[src/rtl/mips_pkg.sv]
// Shared encodings for the multi-cycle MIPS controller: opcodes, functs,
// datapath select codes and the controller state enum.
package mips_pkg;

  localparam logic [5:0] OP_RTYPE = 6'h00;
  localparam logic [5:0] OP_J     = 6'h02;
  localparam logic [5:0] OP_JAL   = 6'h03;
  localparam logic [5:0] OP_BEQ   = 6'h04;
  localparam logic [5:0] OP_BNE   = 6'h05;
  localparam logic [5:0] OP_ADDI  = 6'h08;
  localparam logic [5:0] OP_SLTI  = 6'h0A;
  localparam logic [5:0] OP_ANDI  = 6'h0C;
  localparam logic [5:0] OP_ORI   = 6'h0D;
  localparam logic [5:0] OP_LUI   = 6'h0F;
  localparam logic [5:0] OP_LW    = 6'h23;
  localparam logic [5:0] OP_SW    = 6'h2B;

  localparam logic [5:0] FN_JR    = 6'h08;
  localparam logic [5:0] FN_ADD   = 6'h20;
  localparam logic [5:0] FN_SUB   = 6'h22;
  localparam logic [5:0] FN_AND   = 6'h24;
  localparam logic [5:0] FN_OR    = 6'h25;
  localparam logic [5:0] FN_SLT   = 6'h2A;

  localparam logic [2:0] ALU_ADD   = 3'd0;
  localparam logic [2:0] ALU_SUB   = 3'd1;
  localparam logic [2:0] ALU_FUNCT = 3'd2;
  localparam logic [2:0] ALU_AND   = 3'd3;
  localparam logic [2:0] ALU_OR    = 3'd4;
  localparam logic [2:0] ALU_SLT   = 3'd5;
  localparam logic [2:0] ALU_LUI   = 3'd6;

  localparam logic [1:0] PC_ALU    = 2'd0;
  localparam logic [1:0] PC_ALUOUT = 2'd1;
  localparam logic [1:0] PC_JUMP   = 2'd2;
  localparam logic [1:0] PC_RS     = 2'd3;

  localparam logic [1:0] SRCB_RT     = 2'd0;
  localparam logic [1:0] SRCB_FOUR   = 2'd1;
  localparam logic [1:0] SRCB_IMM    = 2'd2;
  localparam logic [1:0] SRCB_IMM_SH = 2'd3;

  localparam logic [1:0] WB_ALUOUT = 2'd0;
  localparam logic [1:0] WB_MDR    = 2'd1;
  localparam logic [1:0] WB_PC     = 2'd2;

  localparam logic [1:0] DST_RT = 2'd0;
  localparam logic [1:0] DST_RD = 2'd1;
  localparam logic [1:0] DST_RA = 2'd2;

  typedef enum logic [3:0] {
    S_FETCH    = 4'd0,
    S_DECODE   = 4'd1,
    S_EXEC_R   = 4'd2,
    S_WB_R     = 4'd3,
    S_EXEC_I   = 4'd4,
    S_WB_I     = 4'd5,
    S_BRANCH   = 4'd6,
    S_JUMP     = 4'd7,
    S_JR       = 4'd8,
    S_MEM_ADDR = 4'd9,
    S_MEM_RD   = 4'd10,
    S_MEM_WR   = 4'd11,
    S_MEM_WB   = 4'd12,
    S_ILLEGAL  = 4'd13
  } state_e;

  // Where DECODE goes for a given instruction; unsupported encodings trap.
  function automatic state_e decode_target(input logic [5:0] op, input logic [5:0] fn);
    state_e s;
    s = S_ILLEGAL;
    case (op)
      OP_RTYPE: begin
        if (fn == FN_JR)
          s = S_JR;
        else if (fn inside {FN_ADD, FN_SUB, FN_AND, FN_OR, FN_SLT})
          s = S_EXEC_R;
      end
      OP_J, OP_JAL:                                s = S_JUMP;
      OP_BEQ, OP_BNE:                              s = S_BRANCH;
      OP_LW, OP_SW:                                s = S_MEM_ADDR;
      OP_ADDI, OP_SLTI, OP_ANDI, OP_ORI, OP_LUI:   s = S_EXEC_I;
      default:                                     s = S_ILLEGAL;
    endcase
    return s;
  endfunction

  function automatic logic [2:0] imm_alu_op(input logic [5:0] op);
    logic [2:0] a;
    case (op)
      OP_SLTI: a = ALU_SLT;
      OP_ANDI: a = ALU_AND;
      OP_ORI:  a = ALU_OR;
      OP_LUI:  a = ALU_LUI;
      default: a = ALU_ADD;
    endcase
    return a;
  endfunction

endpackage

[src/rtl/mips_mem_timer.sv]
// Bus-access wait counter: counts waiting cycles of one access and flags
// when the configured limit is reached (limit 0 never expires).
module mips_mem_timer #(
  parameter int TIMEOUT_CYC = 255,
  parameter int TO_W        = 8
) (
  input  logic clk,
  input  logic rst_n,
  input  logic clr,
  input  logic en,
  output logic expired
);

  logic [TO_W-1:0] cnt_reg;

  always_ff @(posedge clk or negedge rst_n) begin
    if (!rst_n)
      cnt_reg <= '0;
    else if (clr)
      cnt_reg <= '0;
    else if (en)
      cnt_reg <= cnt_reg + 1'b1;
  end

  generate
    if (TIMEOUT_CYC == 0) begin : g_no_timeout
      assign expired = 1'b0;
    end else begin : g_timeout
      assign expired = (cnt_reg == TO_W'(TIMEOUT_CYC));
    end
  endgenerate

endmodule

[src/rtl/mips_mc_controller.sv]
// Multi-cycle MIPS control FSM: sequences fetch/decode/execute/memory/
// writeback, drives datapath strobes, times out bus accesses, counts retires.
module mips_mc_controller
  import mips_pkg::*;
#(
  parameter int TIMEOUT_CYC = 255,
  parameter int TO_W        = 8
) (
  input  logic        clk,
  input  logic        rst_n,
  input  logic [5:0]  opcode,
  input  logic [5:0]  funct,
  input  logic        zero,
  input  logic        mem_ready,
  output logic        mem_req,
  output logic        mem_we,
  output logic        iord,
  output logic        ir_write,
  output logic        pc_write,
  output logic [1:0]  pc_src,
  output logic        alu_src_a,
  output logic [1:0]  alu_src_b,
  output logic [2:0]  alu_op,
  output logic        reg_write,
  output logic [1:0]  reg_dst,
  output logic [1:0]  wb_sel,
  output logic        illegal_op,
  output logic        bus_err,
  output logic [3:0]  state_o,
  output logic [31:0] retired
);

  state_e      state_reg, state_next;
  logic [31:0] retired_reg;
  logic        in_mem, expired, timeout_fire, retire;

  assign in_mem       = (state_reg == S_FETCH) || (state_reg == S_MEM_RD) || (state_reg == S_MEM_WR);
  // A ready arriving on the expiry cycle still completes the access.
  assign timeout_fire = in_mem && expired && !mem_ready;

  // Cleared outside memory states so every access starts counting from zero.
  mips_mem_timer #(
    .TIMEOUT_CYC(TIMEOUT_CYC),
    .TO_W       (TO_W)
  ) u_timer (
    .clk    (clk),
    .rst_n  (rst_n),
    .clr    (!in_mem || mem_ready || timeout_fire),
    .en     (in_mem && !mem_ready),
    .expired(expired)
  );

  always_ff @(posedge clk or negedge rst_n) begin
    if (!rst_n)
      state_reg <= S_FETCH;
    else
      state_reg <= state_next;
  end

  always_comb begin
    state_next = state_reg;
    case (state_reg)
      S_FETCH:    if (mem_ready) state_next = S_DECODE;
      S_DECODE:   state_next = decode_target(opcode, funct);
      S_EXEC_R:   state_next = S_WB_R;
      S_EXEC_I:   state_next = S_WB_I;
      S_MEM_ADDR: state_next = (opcode == OP_SW) ? S_MEM_WR : S_MEM_RD;
      S_MEM_RD: begin
        if (mem_ready)
          state_next = S_MEM_WB;
        else if (timeout_fire)
          state_next = S_FETCH;
      end
      S_MEM_WR:   if (mem_ready || timeout_fire) state_next = S_FETCH;
      default:    state_next = S_FETCH;
    endcase
  end

  always_comb begin
    mem_req    = 1'b0;
    mem_we     = 1'b0;
    iord       = 1'b0;
    ir_write   = 1'b0;
    pc_write   = 1'b0;
    pc_src     = PC_ALU;
    alu_src_a  = 1'b0;
    alu_src_b  = SRCB_RT;
    alu_op     = ALU_ADD;
    reg_write  = 1'b0;
    reg_dst    = DST_RT;
    wb_sel     = WB_ALUOUT;
    illegal_op = 1'b0;
    bus_err    = 1'b0;
    if (rst_n) begin
      bus_err = timeout_fire;
      case (state_reg)
        S_FETCH: begin
          mem_req   = !timeout_fire;
          alu_src_b = SRCB_FOUR;
          ir_write  = mem_ready;
          pc_write  = mem_ready;
        end
        S_DECODE: alu_src_b = SRCB_IMM_SH;
        S_EXEC_R: begin
          alu_src_a = 1'b1;
          alu_op    = ALU_FUNCT;
        end
        S_WB_R: begin
          reg_write = 1'b1;
          reg_dst   = DST_RD;
        end
        S_EXEC_I: begin
          alu_src_a = 1'b1;
          alu_src_b = SRCB_IMM;
          alu_op    = imm_alu_op(opcode);
        end
        S_WB_I: reg_write = 1'b1;
        S_BRANCH: begin
          alu_src_a = 1'b1;
          alu_op    = ALU_SUB;
          pc_src    = PC_ALUOUT;
          pc_write  = (opcode == OP_BEQ) ? zero : !zero;
        end
        S_JUMP: begin
          pc_src   = PC_JUMP;
          pc_write = 1'b1;
          if (opcode == OP_JAL) begin
            reg_write = 1'b1;
            reg_dst   = DST_RA;
            wb_sel    = WB_PC;
          end
        end
        S_JR: begin
          pc_src   = PC_RS;
          pc_write = 1'b1;
        end
        S_MEM_ADDR: begin
          alu_src_a = 1'b1;
          alu_src_b = SRCB_IMM;
        end
        S_MEM_RD, S_MEM_WR: begin
          mem_req = !timeout_fire;
          iord    = 1'b1;
          mem_we  = (state_reg == S_MEM_WR);
        end
        S_MEM_WB: begin
          reg_write = 1'b1;
          wb_sel    = WB_MDR;
        end
        S_ILLEGAL: illegal_op = 1'b1;
        default: ;
      endcase
    end
  end

  assign retire = (state_reg == S_WB_R)   || (state_reg == S_WB_I) ||
                  (state_reg == S_MEM_WB) || (state_reg == S_BRANCH) ||
                  (state_reg == S_JUMP)   || (state_reg == S_JR) ||
                  ((state_reg == S_MEM_WR) && mem_ready);

  always_ff @(posedge clk or negedge rst_n) begin
    if (!rst_n)
      retired_reg <= '0;
    else if (retire)
      retired_reg <= retired_reg + 32'd1;
  end

  assign retired = retired_reg;
  assign state_o = state_reg;

endmodule

[config.mk]
export PLATFORM = sky130hd
export DESIGN_NAME = mips_mc_controller
export DESIGN_NICKNAME = d
export VERILOG_FILES = /design/src/rtl/mips_pkg.sv /design/src/rtl/mips_mem_timer.sv /design/src/rtl/mips_mc_controller.sv
export SDC_FILE = /design/constraint.sdc
export NUM_CORES = 1
export LEC_CHECK = 0
export ABC_AREA = 0
export BUFFER_PORTS_ARGS = -buffer_cell sky130_fd_sc_hd__clkbuf_2
export CAP_MARGIN = 15
export CORE_ASPECT_RATIO = 2
export CORE_UTILIZATION = 35
export DETAILED_ROUTE_END_ITERATION = 10
export PLACE_DENSITY = 0.58
export SLEW_MARGIN = 25
export SYNTH_ARGS = -nofsm -noshare
export SYNTH_HDL_FRONTEND = slang
export SYNTH_SLANG_ARGS = --single-unit
[constraint.sdc]
create_clock -name clk -period 1.7 [get_ports clk]
set_input_delay 0.17 -clock clk [delete_from_list [all_inputs] [get_ports clk]]
set_output_delay 0.17 -clock clk [all_outputs]
set_load 0.01 [all_outputs]
==> flow_summary.toml <==
[route]
routed-via-count = 2652
route.detailed.drc = 0
routed_wl_um = 7730
detail_route.vias_per_cell = 5.10
avgRoutedWirePerCell_um = 14.9
drtAntennaViolNets = 0
drt_pass_1_iters = 4
detail_route.iter0.violations = 126

[grt]
gr-usage-all-layers_pct = 19.9
first_global_vias = 2713
number_of_antenna_violations_at_the_first_check_in_global_routing = 0
grt_pass1_wl_um = 12600
grt-ovfl-total = 0
grt_start_max_net_pins = 28

[synth]
postSynthNetCount = 306
synth.lib_cells_used.distinct = 55
synth_warnings = 0
ys.flop_type = "dfrtp_1"
synthesis.area_um2 = 2690
synth-seq-cells = 44
synth_seq_area_share_pct = 41.0
share_of_flip_flops_with_an_asynchronous_set_or_reset_pct = 100
postSynthCellCount = 288
synth_edf_count = 0
syn_area_per_cell_um2 = 9.33

[worst_setup_path]
data_required_time_of_the_critical_path_ns = 1.53
buffers_and_inverters_on_the_worst_path = 1
timing.critical_path.cells = "nand2b_4 -> nor4_4 -> a32oi_1 -> nor2b_1 -> buf_2"
crit_type = "reg2out"
worst-path-max-fanout = 5
regToRegSetupSlack_ns = -0.10
cp_data_arrival_time_ns = 1.64
cpPeakStageDelay_ns = 0.45
startpoint_type = "register"
timing.critical_path.max_delay_family = "simple AND/OR/NAND/NOR gates"
endpoint_kind = "output port"
slowest_stage = "dfrtp_2"

[timing]
finalMaxSlewViolations = 0
finalSetupTns_ns = -1.58
rsz0062_at_grt = "yes"
fin_worst_skew_ns = 0.00524
finalHoldViolCount = 0
report.final.setup_viol = 31
setup_slack_ns = -0.109
fmax_mhz = 553
period_minus_slack_ns = 1.81
maxSlewHeadroom_pct = 74.9
timing.final.crit_share_pct = 106
worst_slew_pin_slew_ns = 0.373

[cts]
clk_latency_ns = 0.29
numCtsBuffers = 5
ctsRootBufferMaster = "clkbuf_16"
ctsHtreeMaxLevel = 2
clock_tree_from_tritoncts = "built"
cts_buffer_depth = 2
clock-sinks = 44
clock_pin_slew_reported_for_the_worst_setup_and_hold_paths_after_clock_tree_synthesis_ns = 0.06

[cells_and_area]
areaGrowthSynthToFinish_pct = 58.9
nNetsFinal = 445
multi_input_area_um2 = 1790
n_antenna_cell = 0
number_of_filler_cells_placed_in_the_layout = 628
footprint_of_the_flip_flops_and_latches_um2 = 1100
drive_above_1_share_pct = 50.0
largest_register_ffs = 32

[floorplanning]
die_area_um2 = 8050
initial_core_util_pct = 36.7
chipHeight_um = 126
core_area_um2 = 7320
num_rows = 44
overall_die_width_um = 64.0
num_ports = 72

[status]
run_status = "complete, but fails checks"
failed_checks = "setup timing"

[place]
port_buffers = 71
globalplace.congestion = 0.831
place_worst_setup_slack_ns = -0.0999
dp.final_hpwl_um = 5670

[hold_path]
worst_hold_path_type = "in2async"

[power]
power_density_nw_per_um2 = 1180
p_leak_nw = 2.00
vdd_ir_drop_max_v = 0.000614

[run]
drv.max_cap_violation_count = 0
[cells by family (layout without fill, tap and decap cells)]
logic type                 after synthesis  in the layout  share of synthesized area, %
and+or+nand+nor                        137            137                          28.7
DFF                                     44             44                          41.0
xor gates and xnor gates                41             41                          13.4
AOI/OAI and AO/OA                       36             36                          9.59
buffers and inverters                   22            162                          3.63
muxes                                    5              5                          2.42
adders and majority gates                3              3                          1.35
[worst register-to-register path, delay by kind of cell (launching register included)]
kind,cells,cell delay [ns]
compound gates,1,0.24
flops,1,0.40
simple gates,2,0.26
xor+xnor,1,0.15
buf+inv,4,0.56
mux,1,0.09
[repair_timing]
action	CTS	global route
pin swaps	20	32
setup buffers	16	11
hold endpoints to repair	3	0
endpoints found under the setup margin	22	55
resized for setup	49	57
hold buffers	3	0
gates cloned	0	0
[metal layers]
metal	routed length [um]	vias up	global-route usage, %
met3	188	12	1.99
met5	0	-	0
met2	4630	59	39.8
met1	2720	1295	18.9
li1	-	1286	-
met4	183	0	10.4
[worst paths after layout]
| kind | start | to | depth (start not counted) |
|---|---|---|---|
| worst max-delay path | state_o[3] | alu_op[1] | 5 |
| worst min-delay path | rst_n | retired[19] | 2 |
| worst max register to register | state_o[1] | retired[31] | 9 |
| worst min register to register | retired[31] | retired[31] | 1 |
| max in group asynchronous | rst_n | retired[17] | 3 |
| min in group clk | mem_ready | u_timer.cnt_reg[2] | 4 |
[cell usage in the layout, fill, tap and decap left out, drive strengths merged, types with 2 or more instances in the layout]
| master | instances |
|---|---|
| and3 | 10 |
| a21o | 2 |
| or4 | 2 |
| nor3b | 5 |
| dfrtp | 44 |
| and4 | 4 |
| ha | 2 |
| mux2 | 2 |
| nand3 | 17 |
| nor4 | 4 |
| o21a | 2 |
| xnor2 | 33 |
| inv | 7 |
| nor3 | 8 |
| xor2 | 8 |
| mux2i | 3 |
| a32o | 2 |
| nor2b | 7 |
| a211oi | 3 |
| nand2b | 6 |
| nand2 | 27 |
| dlygate4sd3 | 3 |
| a31oi | 4 |
| buf | 88 |
| a21oi | 7 |
| clkbuf | 61 |
| nor4b | 2 |
| o21ai | 10 |
| nand4 | 9 |
| nor2 | 26 |
| and2 | 5 |
[synth_stat cells (all sizes together), types with 4 or more instances]
library cell	n	area [um2]
a21oi	7	35.0
and4	4	37.5
xnor2	33	289
buf	11	56.3
and3	10	62.6
a31oi	4	25.0
inv	7	26.3
nand3	17	97.6
and2	5	31.3
nor3	8	40.0
nand4	9	71.3
nor2	26	100
nor2b	7	43.8
nor3b	5	37.5
o21ai	10	50.0
nand2	27	104
nand2b	6	37.5
nor4	4	25.0
clkbuf	4	15.0
xor2	8	70.1
dfrtp	44	1100
[report_power, final]
group | switching (W) | total [W] | internal [W]
Sequential | 0.000131 | 0.00131 | 0.00117
Combinational | 0.00126 | 0.00264 | 0.00138
Clock | 0.000394 | 0.00108 | 0.000690
Total | 0.00178 | 0.00503 | 0.00324
[layout make-up]
cell class              instances  share of cell area, %
inverters                       7                  0.615
repair buffers                147                   25.0
clock buffers                   5                   2.93
clock inverters                 3                  0.996
flip-flops and latches         44                   25.8
well taps                      92                   2.70
multi-input cells             222                   42.0
[per-stage QoR]
step | utilization [%] | cell area, um2 | total power (W) | hold WS (ns) | cells
finish | 58.3 | 4270 | 0.00503 | 0.0802 | 520
global route | 58.3 | 4270 | 0.00529 | 0.128 | 520
CTS | 54.7 | 4000 | 0.00466 | 0.0984 | 510
detailed placement | 47.4 | 3470 | 0.00300 | 0.0564 | 485
global placement | 47.4 | 3470 | 0.00297 | 0.0561 | 485
floorplan | - | 2710 | 0.00225 | -0.126 | 288
No activity file was read; power rests on OpenSTA's default activity.
